**config.mk**
```make
export PLATFORM = sky130hd
export DESIGN_NAME = final_row_accumulator
export DESIGN_NICKNAME = d
export VERILOG_FILES = /design/src/rtl/final_row_accumulator_pkg.sv /design/src/rtl/final_row_accumulator_add.sv /design/src/rtl/final_row_accumulator.sv
export SDC_FILE = /design/constraint.sdc
export NUM_CORES = 2
export LEC_CHECK = 0
export ABC_AREA = 1
export CAP_MARGIN = 30
export CELL_PAD_IN_SITES_DETAIL_PLACEMENT = 1
export CELL_PAD_IN_SITES_GLOBAL_PLACEMENT = 1
export CORE_ASPECT_RATIO = 1.1
export CORE_MARGIN = 5
export CORE_UTILIZATION = 50
export CTS_CLUSTER_SIZE = 14
export DETAILED_ROUTE_END_ITERATION = 8
export HOLD_SLACK_MARGIN = 0.05
export PLACE_DENSITY_LB_ADDON = 0.1
export SLEW_MARGIN = 20
export SYNTH_ARGS = -nofsm -noshare
export SYNTH_HDL_FRONTEND = slang
export SYNTH_HIERARCHICAL = 1
export SYNTH_SLANG_ARGS = --single-unit
```
**constraint.sdc**
```tcl
create_clock -name clk -period 20.1 [get_ports clk]
set_input_delay 3.015 -clock clk [delete_from_list [all_inputs] [get_ports clk]]
set_output_delay 3.015 -clock clk [all_outputs]
set_load 0.005 [all_outputs]
```
**src/rtl/final_row_accumulator_pkg.sv**
```systemverilog
// Shared types for the final-row likelihood accumulator.
// Column bundle, FSM state encodings and double constants.
package final_row_accumulator_pkg;

  localparam int VAL_W = 64;

  typedef logic [VAL_W-1:0] dbl_t;

  localparam dbl_t DBL_ZERO = 64'h0;
  localparam dbl_t DBL_QNAN = 64'h7FF8_0000_0000_0000;

  typedef struct packed {
    dbl_t m;
    dbl_t i;
  } col_t;

  typedef enum logic [2:0] {
    IDLE,
    POP,
    ADD_MI,
    ADD_ACC,
    RESULT
  } fra_state_e;

  typedef enum logic [1:0] {
    PH_CLR,
    PH_ISSUE,
    PH_WAIT
  } op_phase_e;

  typedef enum logic [1:0] {
    A_IDLE,
    A_ALIGN,
    A_NORM,
    A_DONE
  } add_state_e;

endpackage

```
**src/rtl/final_row_accumulator_add.sv**
```systemverilog
// Multi-cycle IEEE-754 double adder, round-to-nearest-even.
// Done stays high until the synchronous clear.
module double_add
  import final_row_accumulator_pkg::*;
(
  input  logic clk,
  input  logic reset,
  input  dbl_t input_a,
  input  dbl_t input_b,
  input  logic input_valid,
  output dbl_t output_z,
  output logic output_done
);

  add_state_e  st_q, st_d;
  logic        spec_q;
  dbl_t        spec_z_q;
  logic        bs_q, ss_q;
  logic [11:0] be_q, d_q;
  logic [52:0] bm_q, sm_q;
  logic [56:0] sum_q;
  dbl_t        z_q;

  logic [10:0] ea, eb;
  logic [51:0] fa, fb;
  logic [11:0] ea_e, eb_e;
  logic [52:0] ma, mb;
  logic        a_big, inf_a, inf_b, nan_a, nan_b;
  dbl_t        spec_z_d;

  // Unpack operands, order by magnitude, resolve Inf/NaN early
  always_comb begin
    ea       = input_a[62:52];
    eb       = input_b[62:52];
    fa       = input_a[51:0];
    fb       = input_b[51:0];
    ea_e     = (ea == 11'd0) ? 12'd1 : {1'b0, ea};
    eb_e     = (eb == 11'd0) ? 12'd1 : {1'b0, eb};
    ma       = {ea != 11'd0, fa};
    mb       = {eb != 11'd0, fb};
    inf_a    = (ea == 11'h7FF) && (fa == 52'd0);
    inf_b    = (eb == 11'h7FF) && (fb == 52'd0);
    nan_a    = (ea == 11'h7FF) && (fa != 52'd0);
    nan_b    = (eb == 11'h7FF) && (fb != 52'd0);
    a_big    = input_a[62:0] >= input_b[62:0];
    spec_z_d = input_b;
    if (nan_a || nan_b)
      spec_z_d = DBL_QNAN;
    else if (inf_a && inf_b && (input_a[63] != input_b[63]))
      spec_z_d = DBL_QNAN;
    else if (inf_a)
      spec_z_d = input_a;
  end

  logic [5:0]   dcl;
  logic [111:0] ext;
  logic [55:0]  al;
  logic [56:0]  sum_d;

  // Align the smaller operand with sticky, then add or subtract
  always_comb begin
    dcl   = (d_q > 12'd60) ? 6'd60 : d_q[5:0];
    ext   = {sm_q, 3'b000, 56'd0} >> dcl;
    al    = ext[111:56] | {55'd0, |ext[55:0]};
    sum_d = (bs_q ^ ss_q)
          ? ({1'b0, bm_q, 3'b000} - {1'b0, al})
          : ({1'b0, bm_q, 3'b000} + {1'b0, al});
  end

  logic [5:0]  lz;
  logic [11:0] lim, sh, e_n, e_r;
  logic [55:0] nm;
  logic [53:0] m54;
  logic [52:0] mant;
  logic        rnd;
  dbl_t        z_d;

  // Normalise, round to nearest even, pack
  always_comb begin
    lz = 6'd56;
    for (int k = 0; k < 56; k++)
      if (sum_q[k]) lz = 6'(55 - k);
    lim = be_q - 12'd1;
    sh  = 12'd0;
    nm  = sum_q[55:0];
    e_n = be_q;
    if (sum_q[56]) begin
      nm  = {sum_q[56:2], sum_q[1] | sum_q[0]};
      e_n = be_q + 12'd1;
    end else begin
      sh  = ({6'd0, lz} > lim) ? lim : {6'd0, lz};
      nm  = sum_q[55:0] << sh;
      e_n = be_q - sh;
    end
    rnd  = nm[2] & (nm[1] | nm[0] | nm[3]);
    m54  = {1'b0, nm[55:3]} + {53'd0, rnd};
    mant = m54[52:0];
    e_r  = e_n;
    if (m54[53]) begin
      mant = m54[53:1];
      e_r  = e_n + 12'd1;
    end
    if (spec_q)
      z_d = spec_z_q;
    else if (sum_q == 57'd0)
      z_d = {bs_q & ss_q, 63'd0};
    else if (e_r >= 12'd2047)
      z_d = {bs_q, 11'h7FF, 52'd0};
    else
      z_d = {bs_q, mant[52] ? e_r[10:0] : 11'd0, mant[51:0]};
  end

  // Operation sequencing
  always_comb begin
    st_d = st_q;
    unique case (st_q)
      A_IDLE:  if (input_valid) st_d = A_ALIGN;
      A_ALIGN: st_d = A_NORM;
      A_NORM:  st_d = A_DONE;
      A_DONE:  st_d = A_DONE;
      default: st_d = A_IDLE;
    endcase
  end

  // Pipeline registers with synchronous clear
  always_ff @(posedge clk) begin
    if (reset) begin
      st_q     <= A_IDLE;
      spec_q   <= 1'b0;
      spec_z_q <= DBL_ZERO;
      bs_q     <= 1'b0;
      ss_q     <= 1'b0;
      be_q     <= 12'd0;
      d_q      <= 12'd0;
      bm_q     <= 53'd0;
      sm_q     <= 53'd0;
      sum_q    <= 57'd0;
      z_q      <= DBL_ZERO;
    end else begin
      st_q <= st_d;
      if (st_q == A_IDLE && input_valid) begin
        spec_q   <= (ea == 11'h7FF) || (eb == 11'h7FF);
        spec_z_q <= spec_z_d;
        bs_q     <= a_big ? input_a[63] : input_b[63];
        ss_q     <= a_big ? input_b[63] : input_a[63];
        be_q     <= a_big ? ea_e : eb_e;
        bm_q     <= a_big ? ma : mb;
        sm_q     <= a_big ? mb : ma;
        d_q      <= a_big ? (ea_e - eb_e) : (eb_e - ea_e);
      end
      if (st_q == A_ALIGN) sum_q <= sum_d;
      if (st_q == A_NORM)  z_q   <= z_d;
    end
  end

  assign output_z    = z_q;
  assign output_done = (st_q == A_DONE);

endmodule

```
**src/rtl/final_row_accumulator.sv**
```systemverilog
// Sums final-row (M + I) over all columns of a pair into one double.
// Column FIFO in front of a single time-shared double adder.
module final_row_accumulator
  import final_row_accumulator_pkg::*;
#(
  parameter int FIFO_DEPTH = 2,
  parameter int COL_W      = 10
) (
  input  logic             clk,
  input  logic             reset,
  input  logic             start,
  input  logic [COL_W-1:0] num_cols,
  input  logic             col_valid,
  input  dbl_t             col_m,
  input  dbl_t             col_i,
  output logic             col_ready,
  output dbl_t             result,
  output logic             result_valid,
  input  logic             result_ready,
  output logic             busy,
  output logic             overflow
);

  localparam int PW = $clog2(FIFO_DEPTH);
  localparam int CW = $clog2(FIFO_DEPTH + 1);
  localparam logic [CW-1:0] FULL_CNT = CW'(FIFO_DEPTH);

  logic [1:0] rs_q;
  logic       rst_n;

  // Asynchronous assert, clock-synchronous release
  always_ff @(posedge clk or negedge reset) begin
    if (!reset) rs_q <= 2'b00;
    else        rs_q <= {rs_q[0], 1'b1};
  end
  assign rst_n = rs_q[1];

  fra_state_e       state_q, state_d;
  op_phase_e        ph_q, ph_d;
  logic [COL_W-1:0] num_cols_q, acc_cnt_q, done_cnt_q;
  dbl_t             acc_q, sum_q, m_q, i_q, result_q;
  logic             ovf_q;
  col_t             mem_q [FIFO_DEPTH];
  logic [PW-1:0]    wr_q, rd_q;
  logic [CW-1:0]    cnt_q;

  logic start_go, pop, push, full;
  logic op_clear, add_valid, mi_done, acc_done, last_col;
  dbl_t add_a, add_b, add_z;
  logic add_done, add_rst;

  assign last_col = (done_cnt_q + COL_W'(1)) == num_cols_q;

  // Next state and per-cycle controls
  always_comb begin
    state_d   = state_q;
    ph_d      = ph_q;
    start_go  = 1'b0;
    pop       = 1'b0;
    op_clear  = 1'b0;
    add_valid = 1'b0;
    mi_done   = 1'b0;
    acc_done  = 1'b0;
    unique case (state_q)
      IDLE: begin
        if (start) begin
          start_go = 1'b1;
          state_d  = (num_cols == '0) ? RESULT : POP;
        end
      end
      POP: begin
        if (cnt_q != '0) begin
          pop     = 1'b1;
          state_d = ADD_MI;
          ph_d    = PH_CLR;
        end
      end
      ADD_MI, ADD_ACC: begin
        unique case (ph_q)
          PH_CLR: begin
            op_clear = 1'b1;
            ph_d     = PH_ISSUE;
          end
          PH_ISSUE: begin
            add_valid = 1'b1;
            ph_d      = PH_WAIT;
          end
          default: begin
            if (add_done) begin
              ph_d = PH_CLR;
              if (state_q == ADD_MI) begin
                mi_done = 1'b1;
                state_d = ADD_ACC;
              end else begin
                acc_done = 1'b1;
                state_d  = last_col ? RESULT : POP;
              end
            end
          end
        endcase
      end
      RESULT: if (result_ready) state_d = IDLE;
      default: state_d = IDLE;
    endcase
  end

  // A same-cycle pop frees the slot a push needs
  always_comb begin
    full      = (cnt_q == FULL_CNT) && !pop;
    col_ready = !full
             && (state_q inside {POP, ADD_MI, ADD_ACC})
             && (acc_cnt_q < num_cols_q);
    push      = col_valid && col_ready;
    add_a     = (state_q == ADD_ACC) ? acc_q : m_q;
    add_b     = (state_q == ADD_ACC) ? sum_q : i_q;
  end

  // FSM state register
  always_ff @(posedge clk or negedge rst_n) begin
    if (!rst_n) begin
      state_q <= IDLE;
      ph_q    <= PH_CLR;
    end else begin
      state_q <= state_d;
      ph_q    <= ph_d;
    end
  end

  // Column storage, no reset needed
  always_ff @(posedge clk) begin
    if (push) mem_q[wr_q] <= '{m: col_m, i: col_i};
  end

  // Counters, pointers, accumulator and result
  always_ff @(posedge clk or negedge rst_n) begin
    if (!rst_n) begin
      num_cols_q <= '0;
      acc_cnt_q  <= '0;
      done_cnt_q <= '0;
      acc_q      <= DBL_ZERO;
      sum_q      <= DBL_ZERO;
      m_q        <= DBL_ZERO;
      i_q        <= DBL_ZERO;
      result_q   <= DBL_ZERO;
      ovf_q      <= 1'b0;
      wr_q       <= '0;
      rd_q       <= '0;
      cnt_q      <= '0;
    end else if (start_go) begin
      num_cols_q <= num_cols;
      acc_cnt_q  <= '0;
      done_cnt_q <= '0;
      acc_q      <= DBL_ZERO;
      ovf_q      <= 1'b0;
      wr_q       <= '0;
      rd_q       <= '0;
      cnt_q      <= '0;
      if (num_cols == '0) result_q <= DBL_ZERO;
    end else begin
      if (col_valid && !col_ready) ovf_q <= 1'b1;
      if (push) begin
        wr_q      <= wr_q + PW'(1);
        acc_cnt_q <= acc_cnt_q + COL_W'(1);
      end
      if (pop) begin
        m_q  <= mem_q[rd_q].m;
        i_q  <= mem_q[rd_q].i;
        rd_q <= rd_q + PW'(1);
      end
      cnt_q <= cnt_q + CW'(push) - CW'(pop);
      if (mi_done) sum_q <= add_z;
      if (acc_done) begin
        acc_q      <= add_z;
        done_cnt_q <= done_cnt_q + COL_W'(1);
        if (last_col) result_q <= add_z;
      end
    end
  end

  assign add_rst = ~rst_n | op_clear;

  double_add u_add (
    .clk         (clk),
    .reset       (add_rst),
    .input_a     (add_a),
    .input_b     (add_b),
    .input_valid (add_valid),
    .output_z    (add_z),
    .output_done (add_done)
  );

  assign result       = result_q;
  assign result_valid = (state_q == RESULT);
  assign busy         = (state_q != IDLE);
  assign overflow     = ovf_q;

endmodule

```
==> results.py <==
metrics = {
    "status": {
        "outcome": "complete, no violations",
    },
    "clock_network": {
        "clock_path_buffers": 3,
        "ctsHoldBuffers": 0,
        "cts_htree_levels": 3,
        "clkSlewWorstSetupHoldPaths_ns": 0.07,
        "clock_latency_ns": 0.75,
        "cts_tree": "done",
        "post_cts_resized": 0,
        "cts_root_buf": "clkbuf_16",
        "cts_setup_buffers": 0,
        "numCtsBuffers": 98,
        "cts.sinks": 937,
    },
    "critical_path": {
        "critPathLaunchType": "flop",
        "worstPathMaxFanout": 64,
        "slowest_stage": "nor2_1",
        "path_class": "flop to flop",
        "rr_endpoint": "u_add/output_z[8]",
        "path_delay_family": "simple AND/OR/NAND/NOR gates",
        "r2r_slack_ns": 8.93,
        "regToRegStartpoint": "u_add/sum_q[0]",
        "crit_buf_inv": 7,
        "required_ns": 20.68,
        "cpMostUsedCell": "nand2_1",
        "reg2regPathDepth": 90,
        "max_stage_delay_ns": 0.69,
        "end_kind": "flop",
        "cp.arrival_ns": 11.75,
    },
    "yosys": {
        "synth_ff_type": "dfrtp_1",
        "synthCells": 8018,
        "syn_nets": 8393,
        "ys_warn_count": 6,
        "yosysTopAreaCell": "dfrtp_1",
        "ys_ff_latch": 937,
        "synthTopCellsByCount": "1843 x nand2_1, 831 x inv_1, 805 x o21ai_0",
        "netlist_area_sq_mm": 0.05824,
        "yosysTopAreaCellShare": 0.1555,
        "synth_edf_count": 256,
        "synthDistinctLibCells": 72,
        "syn_avg_cell_area_sq_um": 7.264,
        "synth.area.top_cells": "dfrtp_1 16%, edfxtp_1 13%, nand2_1 12%",
        "synth_most_common_cell": "nand2_1",
        "ys_seq_area_frac": 0.3972,
        "synthArstFlopShare": 0.3863,
    },
    "route": {
        "drc_errors": 0,
        "drt_first_iter_violations": 7498,
        "ant_nets": 0,
        "vias": 61390,
        "dr.pass1.iters": 6,
        "wl_per_cell_microns": 28.77,
        "via_per_inst": 6.431,
        "routed_wl_mm": 274.6,
    },
    "run": {
        "maxCapViolCount": 0,
    },
    "floorplanning": {
        "die_w_microns": 335.4,
        "ioPinCount": 211,
        "die_y_microns": 368.0,
        "coreArea_sq_mm": 0.1159,
        "rows": 131,
        "dieArea_sq_mm": 0.1234,
        "start_util": 0.5026,
    },
    "timing": {
        "max_slew_margin": 0.2393,
        "period_needed_ns": 11.17,
        "slew_violations": 0,
        "finalSetupViolations": 0,
        "max_freq_mhz": 89.54,
        "fin_setup_tns_ns": 0,
        "skew_ns": 0.06094,
        "hold_violations": 0,
        "rsz0062_at_grt": "false",
        "final.period_utilization": 0.5556,
        "worstMarginPinSlew_ns": 1.129,
    },
    "global_routing": {
        "grt_max_degree": 195,
        "grt_pass1_vias": 61414,
        "grt_pass1_wl_mm": 390.7,
        "antenna_found_initial": 9,
        "grt_usage": 0.4115,
        "grt-ovfl-total": 0,
    },
    "layout": {
        "syn_to_final_growth_pct": 10.57,
        "drive_gt1_frac": 0.05790,
        "fillers": 14493,
        "nets": 8305,
    },
    "placed_design": {
        "dp_hpwl_mm": 185.9,
        "place.gp.congestion": 1.023,
        "numPortBuffers": 210,
    },
    "hold_path": {
        "hold_path_class": "flop to asynchronous set/reset pin",
    },
}
==> how the worst max path moves through the flow <==
stage	start	to	slack [ns]	cells after the start
4_1_cts	u_add/sum_q[0]	u_add/output_z[57]	8.96	91
5_1_grt	u_add/sum_q[0]	u_add/output_z[57]	7.72	92
2_1_floorplan	rs_q[1]	acc_cnt_q[0]	9.24	0
6_report	u_add/sum_q[0]	u_add/output_z[8]	8.93	90
3_5_place_dp	u_add/sum_q[0]	u_add/output_z[57]	9.10	91
3_3_place_gp	u_add/sum_q[0]	u_add/output_z[53]	9.21	91
==> cells in the final DEF (no fill, tap or decap), types with 64 or more instances in the layout <==
cell type / n
xor2_1: 68
nand3_2: 66
nand3_1: 754
clkbuf_16: 98
a21oi_1: 679
ha_1: 228
a31oi_1: 162
dfrtp_1: 360
mux2_2: 64
dfxtp_1: 318
nor2_1: 528
buf_4: 66
inv_1: 829
o21ai_0: 803
nand2_1: 1836
clkdlybuf4s50_1: 210
nand4_1: 137
edfxtp_1: 256
==> worst register-to-register path, delay by kind of cell (launching register included) <==
kind | cells | cell delay, ns
xor+xnor | 2 | 0.50
buf+inv | 7 | 2.18
compound gates | 6 | 0.73
simple gates | 73 | 6.61
fa+ha+maj | 2 | 0.56
flops | 1 | 0.47
==> per-stage QoR <==
step / worst slack, ns / utilization / hold WS [ns] / instances / instance area, sq um
after floorplan: 9.244 / - / 0.3312 / 8018 / 58240
after global placement: 9.214 / 0.5253 / 0.3341 / 9345 / 60870
after detailed placement: 9.096 / 0.5264 / 0.3475 / 9351 / 61000
after CTS: 8.965 / 0.5544 / 0.3533 / 9535 / 64240
after global routing: 7.723 / 0.5557 / 0.3712 / 9544 / 64390
final: 8.932 / 0.5557 / 0.3290 / 9546 / 64400
==> sequential cells by signal (all words and copies together), names as in the netlist, 12 cells and up <==
register,count
u_add/sm_q,53
mem_q,256
u_add/sum_q,57
u_add/spec_z_q,64
u_add/bm_q,53
u_add/d_q,12
i_q,64
acc_q,64
sum_q,64
u_add/output_z,64
result,64
m_q,64
==> cell type report <==
| cell class | count | area, sq um | share of cell area |
|---|---|---|---|
| antenna | 3 | 7.507 | 0.0001166 |
| clock inverter | 43 | 511.7 | 0.007947 |
| sequential | 937 | 23140 | 0.3593 |
| multi-input combinational | 5747 | 29950 | 0.4651 |
| tap | 1529 | 1913 | 0.02971 |
| clock buffer | 141 | 2734 | 0.04245 |
| timing repair buffer | 291 | 2917 | 0.04529 |
| inverter | 855 | 3223 | 0.05005 |
==> cells by family after synthesis <==
family | share of synthesized area
buf+inv | 0.09094
compound gates | 0.1686
flops | 0.3972
mux | 0.01495
other cells | 0.00006439
fa+ha+maj | 0.05036
simple gates | 0.2636
xor+xnor | 0.01429
==> per-layer routing <==
layer	GRT usage	vias to the layer above	wire (microns)
li1	-	26737	-
met4	0.2331	12	20370
met1	0.5088	30128	103000
met5	0	-	87
met3	0.06695	949	23130
met2	0.6836	3564	128000
Power is left out: the tool's default activity adds up to more than one toggle a clock period on the data nets, which glitch-free logic cannot reach.
